**config.mk**
```make
export PLATFORM = sky130hd
export DESIGN_NAME = dac_sample_feeder
export DESIGN_NICKNAME = d
export VERILOG_FILES = /design/src/rtl/dac_sample_feeder.sv
export SDC_FILE = /design/constraint.sdc
export NUM_CORES = 1
export LEC_CHECK = 0
export ABC_CLOCK_PERIOD_IN_PS = 13900
export CAP_MARGIN = 20
export CORE_ASPECT_RATIO = 0.8
export CORE_UTILIZATION = 51
export CTS_BUF_LIST = sky130_fd_sc_hd__clkbuf_8
export DETAILED_ROUTE_END_ITERATION = 16
export HOLD_SLACK_MARGIN = 0.08
export PLACE_DENSITY = 0.69
export SLEW_MARGIN = 20
export SYNTH_ARGS = -nofsm -noshare
export SYNTH_HDL_FRONTEND = slang
export SYNTH_SLANG_ARGS = --single-unit
```
**constraint.sdc**
```tcl
create_clock -name clk -period 13.9 [get_ports clk]
set_clock_uncertainty 0.15 [all_clocks]
set_input_delay 2.78 -clock clk [delete_from_list [all_inputs] [get_ports clk]]
set_output_delay 2.78 -clock clk [all_outputs]
set_load 0.02 [all_outputs]
```
**src/rtl/dac_sample_feeder.sv**
```systemverilog
// dac_sample_feeder
// Front end of the delta-sigma DAC. Signed audio samples are queued in a
// small FIFO, released once per sample period, scaled by an unsigned gain
// with saturation, truncated to N bits and presented to the DAC as an
// offset-binary code that only changes on clock edges.
module dac_sample_feeder #(
    parameter int N     = 8,    // DAC code width
    parameter int W     = 16,   // input sample width, two's complement, W >= N
    parameter int DIV   = 256,  // DAC clocks per sample period, DIV >= 4
    parameter int DEPTH = 4,    // FIFO depth, power of 2, >= 2
    parameter int GW    = 8     // gain width, unity gain = 2**(GW-1)
) (
    input  logic                         clk,
    input  logic                         reset,
    input  logic [W-1:0]                 in_sample,
    input  logic                         in_valid,
    output logic                         in_ready,
    input  logic [GW-1:0]                gain,
    input  logic                         mute,
    output logic [N-1:0]                 dac_in,
    output logic                         sample_tick,
    output logic                         underrun,
    output logic [$clog2(DEPTH+1)-1:0]   fifo_level
);

    localparam int AW = $clog2(DEPTH);       // FIFO pointer width
    localparam int LW = $clog2(DEPTH + 1);   // FIFO occupancy width
    localparam int CW = $clog2(DIV);         // tick counter width
    localparam int PW = W + GW + 1;          // signed product width

    localparam logic [CW-1:0] CNT_MAX  = CW'(DIV - 1);
    localparam logic [LW-1:0] LVL_FULL = LW'(DEPTH);
    localparam logic [N-1:0]  MIDSCALE = {1'b1, {(N-1){1'b0}}};
    localparam logic [W-1:0]  SAT_POS  = {1'b0, {(W-1){1'b1}}};
    localparam logic [W-1:0]  SAT_NEG  = {1'b1, {(W-1){1'b0}}};

    // ------------------------------------------------------------------
    // State
    // ------------------------------------------------------------------
    logic [W-1:0]  mem [DEPTH];
    logic [AW-1:0] wr_ptr_q, wr_ptr_d;
    logic [AW-1:0] rd_ptr_q, rd_ptr_d;
    logic [LW-1:0] level_q,  level_d;
    logic [CW-1:0] cnt_q,    cnt_d;
    logic [W-1:0]  held_q,   held_d;
    logic [W-1:0]  stage1_q, stage1_d;
    logic [N-1:0]  dac_q,    dac_d;

    // ------------------------------------------------------------------
    // Combinational helpers
    // ------------------------------------------------------------------
    logic          tick;
    logic          fifo_empty;
    logic          fifo_full;
    logic          push;
    logic          pop;

    logic signed [PW-1:0] held_ext;
    logic signed [PW-1:0] gain_ext;
    logic signed [PW-1:0] prod;
    logic signed [PW-1:0] scaled;
    logic [GW+1:0]        upper;
    logic [N-1:0]         trunc;

    // Handshake and sequencing decisions, all from registered state.
    always_comb begin
        tick       = (cnt_q == CNT_MAX);
        fifo_empty = (level_q == '0);
        fifo_full  = (level_q == LVL_FULL);
        // A full FIFO refuses the write even when a pop happens this cycle.
        push       = in_valid && !fifo_full;
        // A tick that finds the FIFO empty does not pop, even if a write
        // arrives in the same cycle; that write is simply stored.
        pop        = tick && !fifo_empty;
    end

    // Sample-period counter: 0..DIV-1, tick on the last count.
    always_comb begin
        cnt_d = tick ? '0 : cnt_q + CW'(1);
    end

    // FIFO pointer and occupancy next-state.
    always_comb begin
        // NOTE: every signal written here gets a default first, so no path
        // leaves it unassigned and no latch is inferred.
        wr_ptr_d = wr_ptr_q;
        rd_ptr_d = rd_ptr_q;
        level_d  = level_q;
        held_d   = held_q;
        if (push) begin
            wr_ptr_d = wr_ptr_q + AW'(1);
        end
        if (pop) begin
            rd_ptr_d = rd_ptr_q + AW'(1);
            held_d   = mem[rd_ptr_q];
        end
        unique case ({push, pop})
            2'b10:   level_d = level_q + LW'(1);
            2'b01:   level_d = level_q - LW'(1);
            default: level_d = level_q;
        endcase
    end

    // Stage 1: gain multiply, rescale by 2**(GW-1), saturate to W bits.
    always_comb begin
        held_ext = {{(GW+1){held_q[W-1]}}, held_q};
        gain_ext = {{(W+1){1'b0}}, gain};
        prod     = held_ext * gain_ext;
        scaled   = prod >>> (GW - 1);
        // The value fits in W signed bits when everything above bit W-2
        // is a copy of the sign bit.
        upper    = scaled[PW-1:W-1];
        if ((&upper) || !(|upper)) begin
            stage1_d = W'(scaled);
        end else if (scaled[PW-1]) begin
            stage1_d = SAT_NEG;
        end else begin
            stage1_d = SAT_POS;
        end
    end

    // Stage 2: keep the top N bits, flip the MSB for offset binary, mute.
    always_comb begin
        trunc = N'(stage1_q >> (W - N));
        dac_d = mute ? MIDSCALE : (trunc ^ MIDSCALE);
    end

    // ------------------------------------------------------------------
    // Registers
    // ------------------------------------------------------------------

    // Control, held-sample and pipeline registers with synchronous reset.
    always_ff @(posedge clk) begin
        // NOTE: state is updated with non-blocking assignments so every
        // register sees the pre-edge value of every other register.
        if (reset) begin
            wr_ptr_q <= '0;
            rd_ptr_q <= '0;
            level_q  <= '0;
            cnt_q    <= '0;
            held_q   <= '0;
            stage1_q <= '0;
            dac_q    <= MIDSCALE;
        end else begin
            wr_ptr_q <= wr_ptr_d;
            rd_ptr_q <= rd_ptr_d;
            level_q  <= level_d;
            cnt_q    <= cnt_d;
            held_q   <= held_d;
            stage1_q <= stage1_d;
            dac_q    <= dac_d;
        end
    end

    // FIFO storage write port.
    always_ff @(posedge clk) begin
        // NOTE: the storage array has no reset; the pointers and level
        // define which entries are valid, so stale contents are never read.
        if (!reset && push) begin
            mem[wr_ptr_q] <= in_sample;
        end
    end

    // ------------------------------------------------------------------
    // Outputs
    // ------------------------------------------------------------------
    assign in_ready    = !fifo_full;
    assign sample_tick = tick;
    assign underrun    = tick && fifo_empty;
    assign fifo_level  = level_q;
    assign dac_in      = dac_q;

endmodule

```
---- After elaboration in Yosys (flattened, before gate mapping) ----
Memory sizes are Yosys's and may differ from the RTL's. A register that Yosys moved wholly into a read port is not among the register bits.
Index checks and enable logic that the tools add are counted.
operators by class
  add/subtract/negate cells ............... 5
  multipliers ............................. 1
  multiplexer cells ....................... 5
  eq/ne operators ......................... 4
  reductions and logical operators ........ 15
  bitwise logic cells ..................... 1
operators with widths
  operator               count
  $mux W16               2
  $mul A16 B9 Y25        1
  $add A8 B1 Y8 const B  1
  $eq A8 B8 Y1 const B   1
  $pmux W3 S2            1
  $add A2 B1 Y2 const B  2
  $logic_and A1 B1 Y1    4
  $logic_not A1 Y1       4
  $reduce_or A2 Y1       2
  $add A3 B1 Y3 const B  1
  $eq A3 B3 Y1 const B   1
  $logic_not A3 Y1       1
  $reduce_and A3 Y1      1
  $reduce_or A3 Y1       1
  $sub A3 B1 Y3 const B  1
  $eq A2 B1 Y1 const B   1
  $eq A2 B2 Y1 const B   1
  $mux W1                2
  $reduce_bool A2 Y1     1
  $logic_or A1 B1 Y1     1
  $not A1 Y1             1
word-level totals
  bits in writable memories ............... 64
  memories kept ........................... 1
  word-level logic and storage cells ...... 38
  register bits ........................... 39
memories
  name  words  width  read ports  clocked after memory_dff  wr ports  line  source
  mem   4      16     1           1                         1         40    logic [W-1:0] mem [DEPTH];

---- Depth between registers and ports, before layout ----
  word-level depth ........................ 6
  depth in mapped cells ................... 20

---- Least setup slack after synthesis ----
Ideal clock, no wire load.
  path type ............................... input -> register
  from .................................... in gain[1]
  to ...................................... reg stage1_q[14]
  library setup time ...................... 0.074 ns
  buffers on the path ..................... 2
  setup slack ............................. 6.550 ns
  data arrival time ....................... 7.125 ns
  data required time ...................... 13.676 ns
  stages on the path ...................... 18
  cell sequence ........................... buf_2 -> clkbuf_1 -> nand2_1 -> fa_1 -> inv_1 -> fa_1 -> fa_1 -> inv_1 -> fa_1 -> inv_1 -> ha_1 -> a211oi_2 -> o211ai_1 -> o32a_2 -> a21oi_4 -> nor2_1 -> a2111o_1 -> o21ai_0
on the way
  word-level cells in the longest chain between the ends .. 5
RTL lines
  what                    line  source
  start: declaration      18    input logic [GW-1:0] gain,
  $mul A16 B9 Y25 *       108   prod = held_ext * gain_ext;
  $reduce_or A3 Y1        113   if ((&upper) || !(|upper)) begin
  $logic_not A1 Y1        113
  $logic_or A1 B1 Y1      113
  $mux W16 *              113
  end signal: assignment  150   stage1_q <= stage1_d;
  end: declaration        46    logic [W-1:0] stage1_q, stage1_d;
Every way passes the cells marked *; elsewhere a longest branch is shown, timed or not.
A chain may end at the register's enable or synchronous reset.

---- Worst setup path in the final report ----
  from .................................... in gain[0]
  to ...................................... reg stage1_q[10]
Same word-level chain as after synthesis.

==> impl_metrics.tcl <==
set metrics [dict create \
    p_sw_uw 139 \
    nNetsFinal 1023 \
    postCtsSetupRepairBufs 0 \
    h-tree-depth 3 \
    final_common_cell "inv_1" \
    yosys.cell_types.count 57 \
    gr-total-overflow 0 \
    max_cap_violations 0 \
    rsz0062_at_grt "false" \
    grt_pass1_wl_mm 28.4 \
    antenna_found_initial 0 \
    core_um2 16100 \
    post-route-period-util_pct 59.3 \
    remaining_drc_errors 0 \
    synth_nets 1002 \
    drv_slew 0 \
    num-fill-cells 1371 \
    diodes 0 \
    intPower_uw 437 \
    fmax_mhz 121 \
    p_clk_share_pct 32.3 \
    clk_pin_slew_ns 0.10 \
    clock-sinks 111 \
    outcome "completed" \
    die_x_um 147 \
    ys_async_sr_fraction_pct 0 \
    syn_area_per_cell_um2 10.4 \
    drive_gt1_share_pct 5.67 \
    cp_num_buf_inv 2 \
    post_drt_wl_per_cell_um 15.4 \
    area_growth_pct 8.72 \
    grt_pass1_vias 5975 \
    synth-main-ff-cell "edfxtp_1" \
    viasPerCell 5.21 \
    leakagePower_nw 4.07 \
    endpoint_kind "flip-flop" \
    fin_cells 1061 \
    die_y_um 118 \
    wirelength_mm 16.4 \
    drt-initial-drc-count 304 \
    syn_inst 820 \
    worst-setup-path-type "in -> reg" \
    vdd_drop_max_v 0.0000956 \
    setup_viol 0 \
    crit_start "gain[0]" \
    ctsHoldBuffers 0 \
    dp.cells 1045 \
    p_comb_share_pct 5.6 \
    num_io_pins 42 \
    critPathMaxStageDelay_ns 0.89 \
    crit_family "adder cells" \
    synth_edf_count 64 \
    tightest_slew_ns 0.885 \
    worstHoldPathType "reg -> reg" \
    hp-start "stage1_q[15]" \
    swShare_pct 24.1 \
    gr-usage-all-layers_pct 21.0 \
    finalHoldViolCount 0 \
    root_buffer "clkbuf_8" \
    max_slew_margin_pct 40.9 \
    path_cells "clkdlybuf4s50_1 -> nand2_1 -> fa_1 -> fa_1 -> fa_1 -> fa_1 -> inv_1 -> ha_1 -> nand2_1 -> o21ai_0 -> nor3_1 -> a31oi_1 -> xnor2_1 -> a2111o_1 -> o21ai_0" \
    arrival_ns 8.40 \
    start_util_pct 53.3 \
    power-per-cell-area_nw_per_um2 61.9 \
    crit_required_ns 14.06 \
    numCtsBuffers 9 \
    cts.repair.resized 0 \
    tritoncts "built" \
    grt_start_max_net_pins 32 \
    start_kind "input pin" \
    hold_depth 1 \
    period_needed_ns 8.24 \
    yosys_warnings 0 \
    clock_latency_ns 0.39 \
    seq_power_share_pct 62.1 \
    rr_worst_depth 14 \
    dieArea_um2 17300 \
    setup_tns_ns 0 \
    routabilityCongestion 0.888 \
    antenna_left 0 \
    clk_path_buf_depth 2 \
    first_pass_iters 5 \
    r2r-start "held_q[15]" \
    regToRegSetupSlack_ns 8.49 \
    numPortBuffers 41 \
    ys_ff_latch 111 \
    rows 41 \
    cp_slowest_cell "clkdlybuf4s50_1" \
    netlist_area_um2 8550 \
    crit_path_max_fanout 15 \
    whs_endpoint "dac_in[7]" \
    place_hpwl_mm 12.8 \
    yosysSeqAreaShare_pct 33.5 \
    path_common_cell "fa_1" \
    vias 5531 \
    timing.rr.end "stage1_q[10]" \
    mostFrequentLayoutCells "inv_1, nand2_1, fa_1, and2_1, edfxtp_1" \
]
## registers in the layout (all words and copies together), names as in the netlist
name,flops
wr_ptr_q,2
mem,64
stage1_q,8
cnt_q,8
fifo_level,3
dac_in,8
held_q,16
rd_ptr_q,2
## power groups by stage
stage               Sequential, mW  Combinational [mW]  Clock [mW]
finish                       0.357              0.0324       0.186
detailed placement           0.365              0.0324           0
global route                 0.358              0.0353       0.204
CTS                          0.358              0.0325       0.191
floorplan                    0.365              0.0149           0
global placement             0.364              0.0313           0
## layout make-up
type / count / area [µm²] / area share, %
Inverter: 164 / 616 / 6.62
Multi-Input combinational cell: 511 / 4930 / 53.0
Tap cell: 215 / 269 / 2.89
Clock inverter: 7 / 66.3 / 0.713
Timing Repair Buffer: 44 / 433 / 4.66
Clock buffer: 9 / 124 / 1.33
Sequential cell: 111 / 2860 / 30.8
## synthesized netlist by cell type (all sizes together), types with 6 or more instances
master	number	area [µm²]
xnor2	17	149
mux4	16	360
xor2	6	52.6
and2	66	413
nand2	118	445
edfxtp	64	1920
buf	6	36.3
ha	52	651
inv	164	616
nand3	9	45.0
fa	102	2040
nor2	30	113
dfxtp	47	941
clkbuf	28	115
a21oi	31	166
o21ai	17	88.8
## per-layer routing
metal  track usage, %  up-vias  part of all wire (%)
met5                0        -                     0
met4             6.25        0                   1.4
met3             2.79       16                   4.7
met2             36.4      122                    49
met1             27.6     2770                    45
li1                 -     2623                     -
## stage by stage
step / setup WS (ns) / power, mW / util (%) / cell area [µm²] / hold slack, ns
2_1_floorplan: 6.55 / 0.380 / - / 8550 / 0.193
3_3_place_gp: 5.41 / 0.396 / 56.7 / 9110 / 0.200
3_5_place_dp: 5.31 / 0.398 / 56.7 / 9110 / 0.202
4_1_cts: 5.71 / 0.581 / 57.9 / 9300 / 0.228
5_1_grt: 5.42 / 0.598 / 57.9 / 9300 / 0.248
6_report: 5.66 / 0.576 / 57.9 / 9300 / 0.225
## logic make-up after synthesis
family / count (synthesis) / share of synthesized area [%]
and+or+nand+nor: 246 / 13.8
buffers and inverters: 198 / 8.97
adders and majority gates: 154 / 31.5
DFF: 111 / 33.5
AOI/OAI and AO/OA: 71 / 5.55
xor gates and xnor gates: 23 / 2.36
muxes: 17 / 4.33
## worst max-delay path by stage
stage,end,cells after the start
CTS,stage1_q[10],15
detailed placement,stage1_q[10],15
floorplan,stage1_q[14],18
global placement,stage1_q[11],15
finish,stage1_q[10],15
global route,stage1_q[10],15
Note: power is estimated with default switching activity, not from simulation.
